### src/rtl/instr_loader_pkg.sv
// instr_loader_pkg: loader states, error bit positions and memory sizing shared by instr_mem_loader.
// INSTR_LOADER_CHECKSUM_EN widens the error vector with a checksum-mismatch bit.
package instr_loader_pkg;

    typedef enum logic [1:0] {IDLE, LOAD, CHECK, DONE} state_e;

    localparam int ERR_MISALIGN = 0;
    localparam int ERR_OVERFLOW = 1;
    localparam int ERR_CHECKSUM = 2;

`ifdef INSTR_LOADER_CHECKSUM_EN
    localparam int ERR_W = 3;
`else
    localparam int ERR_W = 2;
`endif

    localparam int DEF_DATA_WIDTH = 8;
    localparam int MEM_BYTES = 2 ** DEF_DATA_WIDTH;

endpackage

### src/rtl/loader_checksum.sv
// loader_checksum: running modulo-2**W sum of image bytes, present only with INSTR_LOADER_CHECKSUM_EN.
`ifdef INSTR_LOADER_CHECKSUM_EN
module loader_checksum #(
    parameter int W = 8
) (
    input  logic         clk,
    input  logic         rst,
    input  logic         clear,
    input  logic         accumulate,
    input  logic [W-1:0] data,
    output logic [W-1:0] value
);

    logic [W-1:0] value_q;

    always_ff @(posedge clk) begin
        if (rst || clear) value_q <= '0;
        else if (accumulate) value_q <= value_q + data;
    end

    assign value = value_q;

endmodule
`endif

### src/rtl/instr_mem_loader.sv
// instr_mem_loader: streams image bytes into instruction memory from address 0, holding the core in reset.
// INSTR_LOADER_CHECKSUM_EN adds a CHECK state consuming one trailing checksum byte.
module instr_mem_loader
    import instr_loader_pkg::*;
#(
    parameter int ADDRESS_WIDTH = 32,
    parameter int DATA_WIDTH = 8
) (
    input  logic                     clk,
    input  logic                     rst,
    input  logic                     start,
    input  logic                     in_valid,
    input  logic [DATA_WIDTH-1:0]    in_data,
    input  logic                     in_last,
    output logic                     in_ready,
    output logic                     we,
    output logic [ADDRESS_WIDTH-1:0] waddr,
    output logic [DATA_WIDTH-1:0]    wdata,
    output logic                     cpu_rst,
    output logic                     done,
    output logic [ADDRESS_WIDTH-1:0] byte_count,
    output logic [ERR_W-1:0]         err
);

`ifdef INSTR_LOADER_CHECKSUM_EN
    localparam state_e AFTER_LAST = CHECK;
`else
    localparam state_e AFTER_LAST = DONE;
`endif

    state_e                   state_q, state_d;
    logic [DATA_WIDTH-1:0]    ptr_q, ptr_d;
    logic [ADDRESS_WIDTH-1:0] cnt_q, cnt_d;
    logic [ERR_W-1:0]         err_q, err_d;
    logic [ADDRESS_WIDTH-1:0] waddr_q;
    logic [DATA_WIDTH-1:0]    wdata_q;
    logic                     we_q, in_ready_q, cpu_rst_q, done_q;
    logic                     start_ok, beat, img_beat, at_end;

    assign start_ok = start && (state_q == IDLE || state_q == DONE);
    assign beat     = in_valid && in_ready_q;
    assign img_beat = beat && state_q == LOAD;
    assign at_end   = &ptr_q;

`ifdef INSTR_LOADER_CHECKSUM_EN
    logic [DATA_WIDTH-1:0] sum;

    loader_checksum #(.W(DATA_WIDTH)) u_sum (
        .clk        (clk),
        .rst        (rst),
        .clear      (start_ok),
        .accumulate (img_beat),
        .data       (in_data),
        .value      (sum)
    );
`endif

    always_comb begin
        state_d = state_q;
        ptr_d   = ptr_q;
        cnt_d   = cnt_q;
        err_d   = err_q;
        if (start_ok) begin
            state_d = LOAD;
            ptr_d   = '0;
            cnt_d   = '0;
            err_d   = '0;
        end else if (img_beat) begin
            ptr_d = at_end ? ptr_q : ptr_q + DATA_WIDTH'(1);
            cnt_d = cnt_q + ADDRESS_WIDTH'(1);
            if (in_last) begin
                state_d             = AFTER_LAST;
                err_d[ERR_MISALIGN] = cnt_d[1:0] != 2'b00;
            end else if (at_end) begin
                state_d             = DONE;
                err_d[ERR_OVERFLOW] = 1'b1;
            end
        end
`ifdef INSTR_LOADER_CHECKSUM_EN
        else if (beat && state_q == CHECK) begin
            state_d             = DONE;
            err_d[ERR_CHECKSUM] = in_data != sum;
        end
`endif
    end

    // Release lags entry into DONE by one cycle so the final byte is committed before the core runs.
    always_ff @(posedge clk) begin
        if (rst) begin
            state_q    <= IDLE;
            ptr_q      <= '0;
            cnt_q      <= '0;
            err_q      <= '0;
            waddr_q    <= '0;
            wdata_q    <= '0;
            we_q       <= 1'b0;
            in_ready_q <= 1'b0;
            cpu_rst_q  <= 1'b1;
            done_q     <= 1'b0;
        end else begin
            state_q    <= state_d;
            ptr_q      <= ptr_d;
            cnt_q      <= cnt_d;
            err_q      <= err_d;
            we_q       <= img_beat;
            in_ready_q <= state_d == LOAD || state_d == CHECK;
            cpu_rst_q  <= !(state_q == DONE && state_d == DONE);
            done_q     <= state_q == DONE && state_d == DONE;
            if (img_beat) begin
                waddr_q <= ADDRESS_WIDTH'(ptr_q);
                wdata_q <= in_data;
            end
        end
    end

    assign in_ready   = in_ready_q;
    assign we         = we_q;
    assign waddr      = waddr_q;
    assign wdata      = wdata_q;
    assign cpu_rst    = cpu_rst_q;
    assign done       = done_q;
    assign byte_count = cnt_q;
    assign err        = err_q;

endmodule
### config.mk
export PLATFORM = sky130hd
export DESIGN_NAME = instr_mem_loader
export DESIGN_NICKNAME = d
export VERILOG_FILES = /design/src/rtl/instr_loader_pkg.sv /design/src/rtl/loader_checksum.sv /design/src/rtl/instr_mem_loader.sv
export SDC_FILE = /design/constraint.sdc
export NUM_CORES = 1
export LEC_CHECK = 0
export ABC_CLOCK_PERIOD_IN_PS = 3600
export BUFFER_PORTS_ARGS = -buffer_cell sky130_fd_sc_hd__buf_2
export CAP_MARGIN = 10
export CORE_UTILIZATION = 55
export CTS_BUF_LIST = sky130_fd_sc_hd__clkbuf_4 sky130_fd_sc_hd__clkbuf_8 sky130_fd_sc_hd__clkbuf_16
export CTS_CLUSTER_DIAMETER = 150
export CTS_CLUSTER_SIZE = 20
export DETAILED_ROUTE_END_ITERATION = 7
export PLACE_DENSITY_LB_ADDON = 0.1
export RECOVER_POWER = 100
export SYNTH_ARGS = -nofsm -noshare
export SYNTH_HDL_FRONTEND = slang
export SYNTH_SLANG_ARGS = --single-unit
export TNS_END_PERCENT = 10
### constraint.sdc
create_clock -name clk -period 3.6 [get_ports clk]
set_clock_uncertainty 0.05 [all_clocks]
set_input_delay 0 -clock clk [delete_from_list [all_inputs] [get_ports clk]]
set_output_delay 0 -clock clk [all_outputs]
set_load 0.02 [all_outputs]
==> impl_metrics.py <==
metrics = {
    "die": {
        "num_rows": 26,
        "io_pins": 91,
        "initial_utilization_pct": 57.7,
        "die_w_um": 75.4,
        "dieHeight_um": 75.4,
        "core_area_um2": 5140,
        "die-area_um2": 5690,
    },
    "sta": {
        "fmax_ghz": 0.413,
        "period_share_pct": 67.3,
        "rsz0062_at_grt": "false",
        "fin_crit_ns": 2.42,
        "worst_pin_slew_ns": 1.10,
        "finalSetupViolations": 0,
        "setup_tns_ns": 0,
        "hold_viol": 0,
        "slew_viol_final": 0,
        "relSlewSlack_pct": 27.0,
    },
    "clock_tree": {
        "cts_buffers": 9,
        "cts.clk_slew.worst_paths_ns": 0.07,
        "cts_setup_buffers": 0,
        "clockBufferDepth": 2,
        "cts_sinks": 64,
        "clk-insertion-delay-late_ns": 0.34,
        "clockRootBuffer": "clkbuf_8",
        "htree_levels": 3,
        "ctsResizeCount": 0,
        "cts_tree": "done",
        "hold_buffers": 10,
    },
    "route": {
        "wl_per_cell_um": 12.9,
        "drc": 0,
        "postRouteAntennaNets": 0,
        "drt_iter0_markers": 120,
        "via_count": 2692,
        "via_per_inst": 5.38,
        "routed_wl_um": 6470,
        "drt_pass1_iterations": 4,
    },
    "setup_path": {
        "startpoint_type": "register",
        "crit_start": "state_q[1]",
        "critPathTopFamily": "buffers and inverters",
        "cp_num_buf_inv": 2,
        "rrSetupSlack_ns": 1.18,
        "r2r-start": "state_q[1]",
        "crit_chain": "inv_1 -> ha_1 -> a21o_1 -> clkbuf_1 -> a311oi_1",
        "slowest_delay_ns": 0.87,
        "arrival_ns": 2.54,
        "cp-end-kind": "register",
        "timing_worst_setup_path_type": "register to register",
        "cp.required_ns": 3.72,
        "crit_fanout": 24,
        "slowest_stage": "clkbuf_1",
    },
    "grt": {
        "met2_usage_pct": 37.6,
        "busiest_layer": "met2",
        "grt_pass1_vias": 2224,
        "grtUsageTotal_pct": 23.8,
        "grt_pass1_wl_um": 10100,
        "grt_max_degree": 25,
        "gr-usage-met1_pct": 30.6,
        "use_met3_pct": 7.67,
        "grt_overflow": 0,
        "antenna_found_initial": 0,
    },
    "logic_synthesis": {
        "yosys.area.top_type": "dfxtp_1",
        "synth.most_common_cell": "dfxtp_1",
        "async_reset_ff_share_pct": 0,
        "synth_top_area_share_pct": 43.2,
        "synth_seq_area_share_pct": 43.2,
        "syn_inst": 349,
        "ys.flop_type": "dfxtp_1",
        "syn_area_per_cell_um2": 8.49,
        "synth_common_cells": "dfxtp_1 (64), nand2_1 (52), a21oi_1 (41)",
        "syn-cell-area_um2": 2960,
        "yosysUniqueCellTypes": 39,
        "synthTopCellsByArea": "dfxtp_1 (43%), a21oi_1 (6.9%), nand2_1 (6.6%), buf_4 (6.1%), or4_1 (3.3%)",
        "synth_edf_count": 0,
        "synth_seq_cells": 64,
        "ys.warnings.count": 0,
    },
    "layout": {
        "fill_cells": 481,
        "drive_above_1_share_pct": 7.67,
        "regArea_um2": 1280,
        "antennaDiodeCount": 0,
        "area_delta_synth_final_pct": 18.2,
        "nets": 443,
        "multi_input_area_um2": 1500,
    },
    "placement": {
        "port_buffers": 66,
        "dp_hpwl_um": 4360,
        "gp_congestion": 0.830,
    },
    "power_and_ir_drop": {
        "p_leak_nw": 1.22,
        "vdd_drop_max_uv": 260,
        "powerDensity_nw_per_um2": 427,
        "power.total_mw": 1.50,
    },
    "worst_hold_path": {
        "hold_start": "start",
        "hp-class": "primary input to register",
    },
    "flow_run": {
        "max-cap-violations": 0,
    },
    "status": {
        "status": "finished, final reports clean",
    },
}
-- registers in the layout (all words and copies together), names as in the netlist, 2 cells and up --
signal and flops:
ptr_q 8, err 2, state_q 2, byte_count 32, waddr 8, wdata 8
-- area by class of cell --
type / count / share of cell area (%)
clock buffers: 13 / 4.57
well taps: 70 / 2.50
inverters: 6 / 0.643
clock inverters: 3 / 1.86
repair buffers: 81 / 11.0
multi-input cells: 263 / 42.9
flip-flops and latches: 64 / 36.6
-- per-layer routing --
layer  up-vias  wire length, um
met3         7              358
li1       1362                -
met2        76             3080
met5         -                0
met4         0               73
met1      1247             2960
-- power by group --
part / internal, mW / leakage, nW / switching, mW
combinational: 0.0227 / 0.584 / 0.0614
clock: 0.431 / 0.118 / 0.263
sequential: 0.713 / 0.516 / 0.00440
total: 1.17 / 1.22 / 0.329
-- metrics by stage --
stage / cells / hold slack, ns / area [um^2] / utilization, % / setup slack (ns)
floorplan: 372 / 0.0652 / 3050 / - / 1.40
global placement: 474 / 0.192 / 3260 / 63.5 / 1.29
detailed placement: 474 / 0.199 / 3260 / 63.5 / 1.23
CTS: 500 / 0.0520 / 3590 / 69.8 / 1.20
global route: 500 / 0.0792 / 3500 / 68.2 / 0.910
finish: 500 / 0.0588 / 3500 / 68.2 / 1.18
-- cells in the final DEF (no fill, tap or decap), drive strengths merged, types with 4 or more instances in the layout --
master / count
nor3: 4
or3: 6
buf: 13
o31ai: 12
nand4: 15
nand3: 11
nand2: 52
nor2: 20
and3: 4
mux2i: 4
dfxtp: 64
xnor2: 10
clkbuf: 71
a21oi: 41
or4: 14
and4: 6
o21ai: 6
conb: 24
inv: 6
nor4: 6
dlygate4sd3: 10
ha: 5
-- worst paths after layout --
| path | end | cells after the start |
|---|---|---|
| max | err[0] | 5 |
| min | state_q[0] | 3 |
| max reg2reg | err[0] | 5 |
| min reg2reg | waddr[0] | 2 |
-- cell families (layout without fill, tap and decap cells) --
kind of cell               after synthesis  after routing  synth area share (%)
AOI/OAI and AO/OA                       72             72                  14.6
xor gates and xnor gates                13             13                  3.84
adders and majority gates                5              5                  2.11
buffers and inverters                   45            103                  8.99
DFF                                     64             64                  43.2
muxes                                    4              4                  1.35
other                                    1             24                 0.127
and+or+nand+nor                        145            145                  25.8
-- worst reg2reg max path: cells and delay by family, from the launching register on --
kind | cells | cell delay (ns)
compound gates | 2 | 0.60
fa+ha+maj | 1 | 0.34
flops | 1 | 0.35
buf+inv | 2 | 0.92
Power figures use the tool's default switching activity.
